==> src/rtl/dm_access_arbiter.sv <==
// Single-port data memory arbiter: pipeline MEM stage has priority, loader/debug port
// gets a forced slot (optionally a locked burst) after MAX_WAIT blocked cycles.
module dm_access_arbiter #(
  parameter int AW        = 16,
  parameter int DW        = 16,
  parameter int MAX_WAIT  = 4,
  parameter int MAX_BURST = 4
) (
  input  logic          i_clk,
  input  logic          i_reset,
  input  logic          i_pl_en,
  input  logic          i_pl_we,
  input  logic [AW-1:0] i_pl_addr,
  input  logic [DW-1:0] i_pl_wdata,
  output logic          o_pl_stall,
  output logic          o_pl_rvalid,
  input  logic          i_ld_req,
  input  logic          i_ld_lock,
  input  logic          i_ld_we,
  input  logic [AW-1:0] i_ld_addr,
  input  logic [DW-1:0] i_ld_wdata,
  output logic          o_ld_gnt,
  output logic          o_ld_rvalid,
  output logic          o_mem_en,
  output logic          o_mem_we,
  output logic [AW-1:0] o_mem_addr,
  output logic [DW-1:0] o_mem_din,
  input  logic [DW-1:0] i_mem_dout
);

  localparam int WW = $clog2(MAX_WAIT + 1);
  localparam int BW = $clog2(MAX_BURST + 1);
  localparam logic [WW-1:0] WAIT_LAST = WW'(MAX_WAIT - 1);
  localparam logic [WW-1:0] WAIT_SAT  = WW'(MAX_WAIT);
  localparam logic [BW-1:0] BURST_MAX = BW'(MAX_BURST);

  typedef enum logic {PL_PRI = 1'b0, LD_FORCE = 1'b1} state_t;

  typedef struct packed {
    logic          we;
    logic [AW-1:0] addr;
    logic [DW-1:0] wdata;
  } mem_req_t;

  state_t        r_fsm;
  logic [WW-1:0] r_wait_cnt;
  logic [BW-1:0] r_burst_cnt;
  logic          r_pl_rd_q;
  logic          r_ld_rd_q;

  logic          w_force_slot;
  logic          w_pl_gnt;
  logic          w_ld_gnt;
  logic [BW-1:0] w_burst_nxt;
  mem_req_t      w_pl_req;
  mem_req_t      w_ld_req;
  mem_req_t      w_mem_req;

  assign w_pl_req = '{we: i_pl_we, addr: i_pl_addr, wdata: i_pl_wdata};
  assign w_ld_req = '{we: i_ld_we, addr: i_ld_addr, wdata: i_ld_wdata};

  // Everything is gated by reset so nothing reaches memory while reset is held.
  assign w_force_slot = (r_fsm == LD_FORCE) & i_ld_req;
  assign w_ld_gnt     = i_reset & (w_force_slot | (~i_pl_en & i_ld_req));
  assign w_pl_gnt     = i_reset & i_pl_en & ~w_force_slot;
  assign w_burst_nxt  = r_burst_cnt + BW'(1);

  always_comb begin
    w_mem_req = '0;
    if (w_pl_gnt)      w_mem_req = w_pl_req;
    else if (w_ld_gnt) w_mem_req = w_ld_req;
  end

  assign o_pl_stall  = i_reset & i_pl_en & w_force_slot;
  assign o_ld_gnt    = w_ld_gnt;
  assign o_mem_en    = w_pl_gnt | w_ld_gnt;
  assign o_mem_we    = w_mem_req.we;
  assign o_mem_addr  = w_mem_req.addr;
  assign o_mem_din   = w_mem_req.wdata;
  assign o_pl_rvalid = r_pl_rd_q;
  assign o_ld_rvalid = r_ld_rd_q;

  always_ff @(posedge i_clk or negedge i_reset) begin
    if (!i_reset) begin
      r_fsm       <= PL_PRI;
      r_wait_cnt  <= '0;
      r_burst_cnt <= '0;
      r_pl_rd_q   <= 1'b0;
      r_ld_rd_q   <= 1'b0;
    end else begin
      r_pl_rd_q <= w_pl_gnt & ~i_pl_we;
      r_ld_rd_q <= w_ld_gnt & ~i_ld_we;
      case (r_fsm)
        PL_PRI: begin
          if (i_pl_en & i_ld_req) begin
            if (r_wait_cnt != WAIT_SAT) r_wait_cnt <= r_wait_cnt + WW'(1);
            if (r_wait_cnt == WAIT_LAST) begin
              r_fsm       <= LD_FORCE;
              r_burst_cnt <= '0;
            end
          end else begin
            r_wait_cnt <= '0;
          end
        end
        LD_FORCE: begin
          if (i_ld_req) begin
            r_burst_cnt <= w_burst_nxt;
            if (!(i_ld_lock && (w_burst_nxt < BURST_MAX))) begin
              r_fsm      <= PL_PRI;
              r_wait_cnt <= '0;
            end
          end else begin
            r_fsm      <= PL_PRI;
            r_wait_cnt <= '0;
          end
        end
      endcase
    end
  end

endmodule

==> config.mk <==
export PLATFORM = sky130hd
export DESIGN_NAME = dm_access_arbiter
export DESIGN_NICKNAME = d
export VERILOG_FILES = /design/src/rtl/dm_access_arbiter.sv
export SDC_FILE = /design/constraint.sdc
export NUM_CORES = 1
export LEC_CHECK = 0
export ABC_CLOCK_PERIOD_IN_PS = 2450
export CAP_MARGIN = 20
export CORE_UTILIZATION = 24
export DETAILED_ROUTE_END_ITERATION = 10
export MAX_ROUTING_LAYER = met4
export PLACE_DENSITY = 0.85
export SLEW_MARGIN = 20
export SYNTH_ARGS = -nofsm -noshare
export SYNTH_HDL_FRONTEND = slang
export SYNTH_SLANG_ARGS = --single-unit
==> constraint.sdc <==
create_clock -name i_clk -period 2.45 [get_ports i_clk]
set_clock_uncertainty 0.1 [all_clocks]
set_input_delay 0.735 -clock i_clk [delete_from_list [all_inputs] [get_ports i_clk]]
set_output_delay 0.735 -clock i_clk [all_outputs]
set_load 0.05 [all_outputs]
# == Yosys cells after proc, flatten, opt, wreduce, memory -nomap -nowiden ==
# Cells that the tools add are included.
# word_totals
ff_bits,9
in_bits,87
out_inout_bits,38
word_cells,50
# op_classes
addsub,2
magnitude_cmp,1
eq_ne,7
n_mux,16
bitwise_logic,16
reduce_logical,3
# ops
operator,n
$mux W33,2
$mux W3,7
$pmux W3 S2,2
$and A1 B1 Y1,9
$ne A3 B3 Y1 const B,3
$add A3 B1 Y3 const B,2
$ne A2 B2 Y1 const B,3
$not A1 Y1,5
$mux W1,4
$eq A3 B2 Y1 const B,1
$lt A3 B3 Y1 const B,1
$reduce_and A3 Y1,1
$or A1 B1 Y1,2
$pmux W1 S2,1
$reduce_and A2 Y1,1
$logic_and A1 B1 Y1,1

# == Depth between registers and ports, before layout ==
# logic_depth
ltp_word,6
depth_mapped,5
depth_no_buf,5

# == Worst setup path before layout ==
# No wires, ideal clock.
# synth_timing
path_type,input -> output
start,in i_ld_req
end,out o_mem_addr[10]
t_arrival_ns,1.850
required_ns,1.615
slack_ns,-0.235
stages,5
path_buffers,2
path_cell_list,buf_4 -> nand2_2 -> a21oi_4 -> buf_4 -> a22o_1
# synth_between
elab_chain_len,5
word_cells_on_any_way,8
classes_between,mux: 2; bitwise: 6
# synth_rtl
element,line,rtl
start: declaration,17,"input logic i_ld_req,"
$and A1 B1 Y1 (on tied branches),"63, 64",
$or A1 B1 Y1 (*),64,assign w_ld_gnt = i_reset & (w_force_slot | (~i_pl_en & i_ld_req));
$and A1 B1 Y1 (*),64,
net o_ld_gnt,22,"output logic o_ld_gnt,"
$mux W33 (*),71,else if (w_ld_gnt) w_mem_req = w_ld_req;
$mux W33 (*),70,if (w_pl_gnt) w_mem_req = w_pl_req;
end: declaration,26,"output logic [AW-1:0] o_mem_addr,"
# Mark *: on every way through the listed nets, which the timed path passes. The rest lies on a longest branch.

# == Worst setup path after layout ==
# layout_timing
start,in i_ld_req
end,out o_mem_din[1]
# layout_between
elab_chain_len,5
word_cells_on_any_way,8
classes_between,mux: 2; bitwise: 6
# layout_rtl
element,line,rtl
$and A1 B1 Y1 (on tied branches),"63, 64",
$or A1 B1 Y1,64,
$and A1 B1 Y1,64,
$mux W33,71,
$mux W33 (*),70,
end: declaration,27,"output logic [DW-1:0] o_mem_din,"
# Every way passes the cells marked *; elsewhere a longest branch is shown, timed or not.

==> flow_summary.json <==
{
  "status": "complete, but fails checks",
  "violations": "setup timing",
  "io_pins": 125,
  "fin_setup_tns_ns": -2.234,
  "cp_num_buf_inv": 5,
  "die_h_um": 63.18,
  "drive_above_1_share_pct": 49.31,
  "yosys.area.top_type": "dfrtp_1",
  "ys_top_cells_by_count": "19 x a22o_2, 15 x a22o_1, 9 x dfrtp_1, 5 x inv_1, 4 x ha_1",
  "cts_buffers": 3,
  "critPathRequiredTime_ns": 1.62,
  "n_antenna_cell": 0,
  "overflow": 0,
  "dpl_cell_area_um2": 2539,
  "crit_family": "buffers and inverters",
  "rsz0062_at_grt": "true",
  "nNetsFinal": 309,
  "synth_edf_count": 0,
  "yosysMostFrequentCell": "a22o_2",
  "tightest_slew_ns": 0.4942,
  "cts_max_level": 1,
  "syn_area_um2": 898.4,
  "clockBufferDepth": 2,
  "grt_usage_pct": 27.73,
  "start_util_pct": 25.90,
  "cellPowerDensity_nw_per_um2": 316.6,
  "worstPathCellList": "buf_8, buf_6, a21oi_4, buf_12, clkbuf_16, a22o_4, buf_12",
  "netlist.area_leader.share_pct": 25.07,
  "grt_max_degree": 18,
  "drv_cap": 0,
  "finish.instance_area_um2": 2994,
  "cts_hold_buffers": 0,
  "crit_top_cell": "buf_12",
  "cp-start-kind": "primary input",
  "slew_headroom_pct": 66.95,
  "fp.dieArea_um2": 3992,
  "ys.flop_type": "dfrtp_1",
  "clk_latency_ns": 0.25,
  "ir_worst_vdd_mv": 0.2516,
  "ant_nets": 0,
  "route.vias.total": 1389,
  "dp_hpwl_um": 3329,
  "wirelength_um": 5800,
  "criticalPathCategory": "primary input to primary output",
  "cts_root_buf": "clkbuf_8",
  "ys_warn_count": 0,
  "async_flop_share_pct": 100.0,
  "cts_tree": "built",
  "regArea_um2": 226.5,
  "grt_pass1_wl_um": 7969,
  "critPathSlowestCell": "a21oi_4",
  "vias_per_cell": 5.281,
  "synth-seq-area-share_pct": 25.07,
  "port_buffers": 108,
  "synth_seq_cells": 9,
  "rows": 21,
  "fillers": 143,
  "area_growth_pct": 233.3,
  "synth_fp_nets": 180,
  "layout_setup_ws_ns": -0.1012,
  "crit_path_max_fanout": 8,
  "hold_path.class": "primary input to asynchronous set/reset pin",
  "cp-end-kind": "primary output",
  "synth_area_leaders": "dfrtp_1 25%, a22o_2 21%, a22o_1 15%, ha_1 5.6%, buf_6 3.8%",
  "fin_crit_ns": 2.551,
  "clk_pin_slew_ns": 0.05,
  "drt_iter0_markers": 80,
  "fmax_mhz": 392.0,
  "timing.final.crit_share_pct": 104.1,
  "cts.sinks": 9,
  "multi_input_area_um2": 830.8,
  "core_area_um2": 3468,
  "arrival_ns": 1.72,
  "drc": 0,
  "hold_viol": 0,
  "total_power_w": 0.0009479,
  "yosys.cell_types.count": 28,
  "slowest_delay_ns": 0.18,
  "finalWeightedCongestion": 0.7718,
  "slew_violations": 0,
  "die_w_um": 63.18,
  "grt_pass1_vias": 1536,
  "p_leak_nw": 1.360,
  "antenna_found_initial": 0,
  "final-setup-viol-count": 33,
  "netlist_instances": 89,
  "first_pass_iters": 4,
  "avgSynthCellArea_um2": 10.09,
  "drt-wirelength-per-cell_um": 22.05
}
cell usage in the layout (no fill, tap or decap), types with 3 or more instances in the layout:
cell type | Yosys | routed
a21o_1 | 3 | 3
dfrtp_1 | 9 | 8
inv_1 | 5 | 5
buf_4 | 3 | 8
a22o_2 | 19 | 3
clkbuf_8 | 0 | 3
ha_1 | 4 | 4
buf_8 | 0 | 4
buf_6 | 3 | 6
a22o_4 | 0 | 29
clkdlybuf4s50_1 | 0 | 69
buf_16 | 0 | 3
buf_12 | 0 | 40
nand2_1 | 3 | 3
path summary, 6_finish.rpt:
path | startpoint | endpoint | slack (ns) | cells after the start
min in group i_clk | r_burst_cnt[1] | r_burst_cnt[1] | 0.40 | 1
hold / removal | i_reset | r_wait_cnt[2] | 0.31 | 2
max in group asynchronous | i_reset | r_fsm | 1.78 | 2
hold reg to reg | r_burst_cnt[1] | r_burst_cnt[1] | 0.40 | 1
setup / recovery | i_ld_req | o_mem_din[1] | -0.10 | 7
setup reg to reg | r_burst_cnt[0] | r_wait_cnt[0] | 0.80 | 4
metrics by stage:
stage / setup WS (ns) / std cells / utilization [%] / hold WS [ns]
floorplan: -0.03775 / 89 / - / 0.3394
global placement: -0.4933 / 246 / 73.20 / 0.3796
detailed placement: -0.5228 / 246 / 73.20 / 0.3916
CTS: -0.09444 / 260 / 82.22 / 0.3222
global route: -0.1154 / 263 / 86.33 / 0.3249
finish: -0.1012 / 263 / 86.33 / 0.3126
logic make-up (layout without fill, tap and decap cells):
family | after synthesis | after routing | share of synthesized area (%)
buffers and inverters | 14 | 142 | 9.888
AND/OR/NAND/NOR | 14 | 14 | 9.331
AO/OA/AOI/OAI | 46 | 46 | 48.05
adder cells (fa/ha/maj) | 4 | 4 | 5.571
XOR/XNOR | 1 | 1 | 0.9751
flip-flops | 9 | 9 | 25.07
multiplexers | 1 | 1 | 1.114
flip-flops by register name (all words and copies together) (netlist names):
register	flops
r_wait_cnt	3
o_ld_rvalid	1
r_fsm	1
o_pl_rvalid	1
r_burst_cnt	3
worst register-to-register path: stages, from the launching register on:
cell,delay [ns]
dfrtp_1,0.41
ha_1,0.27
xor2_1,0.20
nor3b_2,0.38
a221o_1,0.23
area by class of cell:
cell class                 instances  area share (%)
timing repair buffer             132           60.51
inverter                           6          0.7522
sequential                         9           7.564
clock buffer                       4           1.504
multi-input combinational         66           27.75
tap                               46           1.922
where the power goes:
group	switching [W]	internal, W	leakage, nW	total (W)
Combinational	0.000265	0.000340	1.22	0.000604
Sequential	0.00000455	0.000154	0.122	0.000158
Clock	0.0000709	0.000114	0.0228	0.000185
Total	0.000340	0.000608	1.36	0.000948
routing by layer:
metal	vias to the layer above	track usage (%)	wire length (µm)
met2	86	49.87	3236
li1	605	-	-
met1	686	26.84	2004
met4	0	16.48	174
met5	-	-	0
met3	12	6.522	385
repair_timing:
item	in CTS	in global routing
buffers inserted	6	5
gates resized for setup	37	23
endpoints found under the hold margin	0	0
gates cloned	4	2
pin swaps	15	7
endpoints found under the setup margin	36	34
No activity file was read; power rests on OpenSTA's default activity.
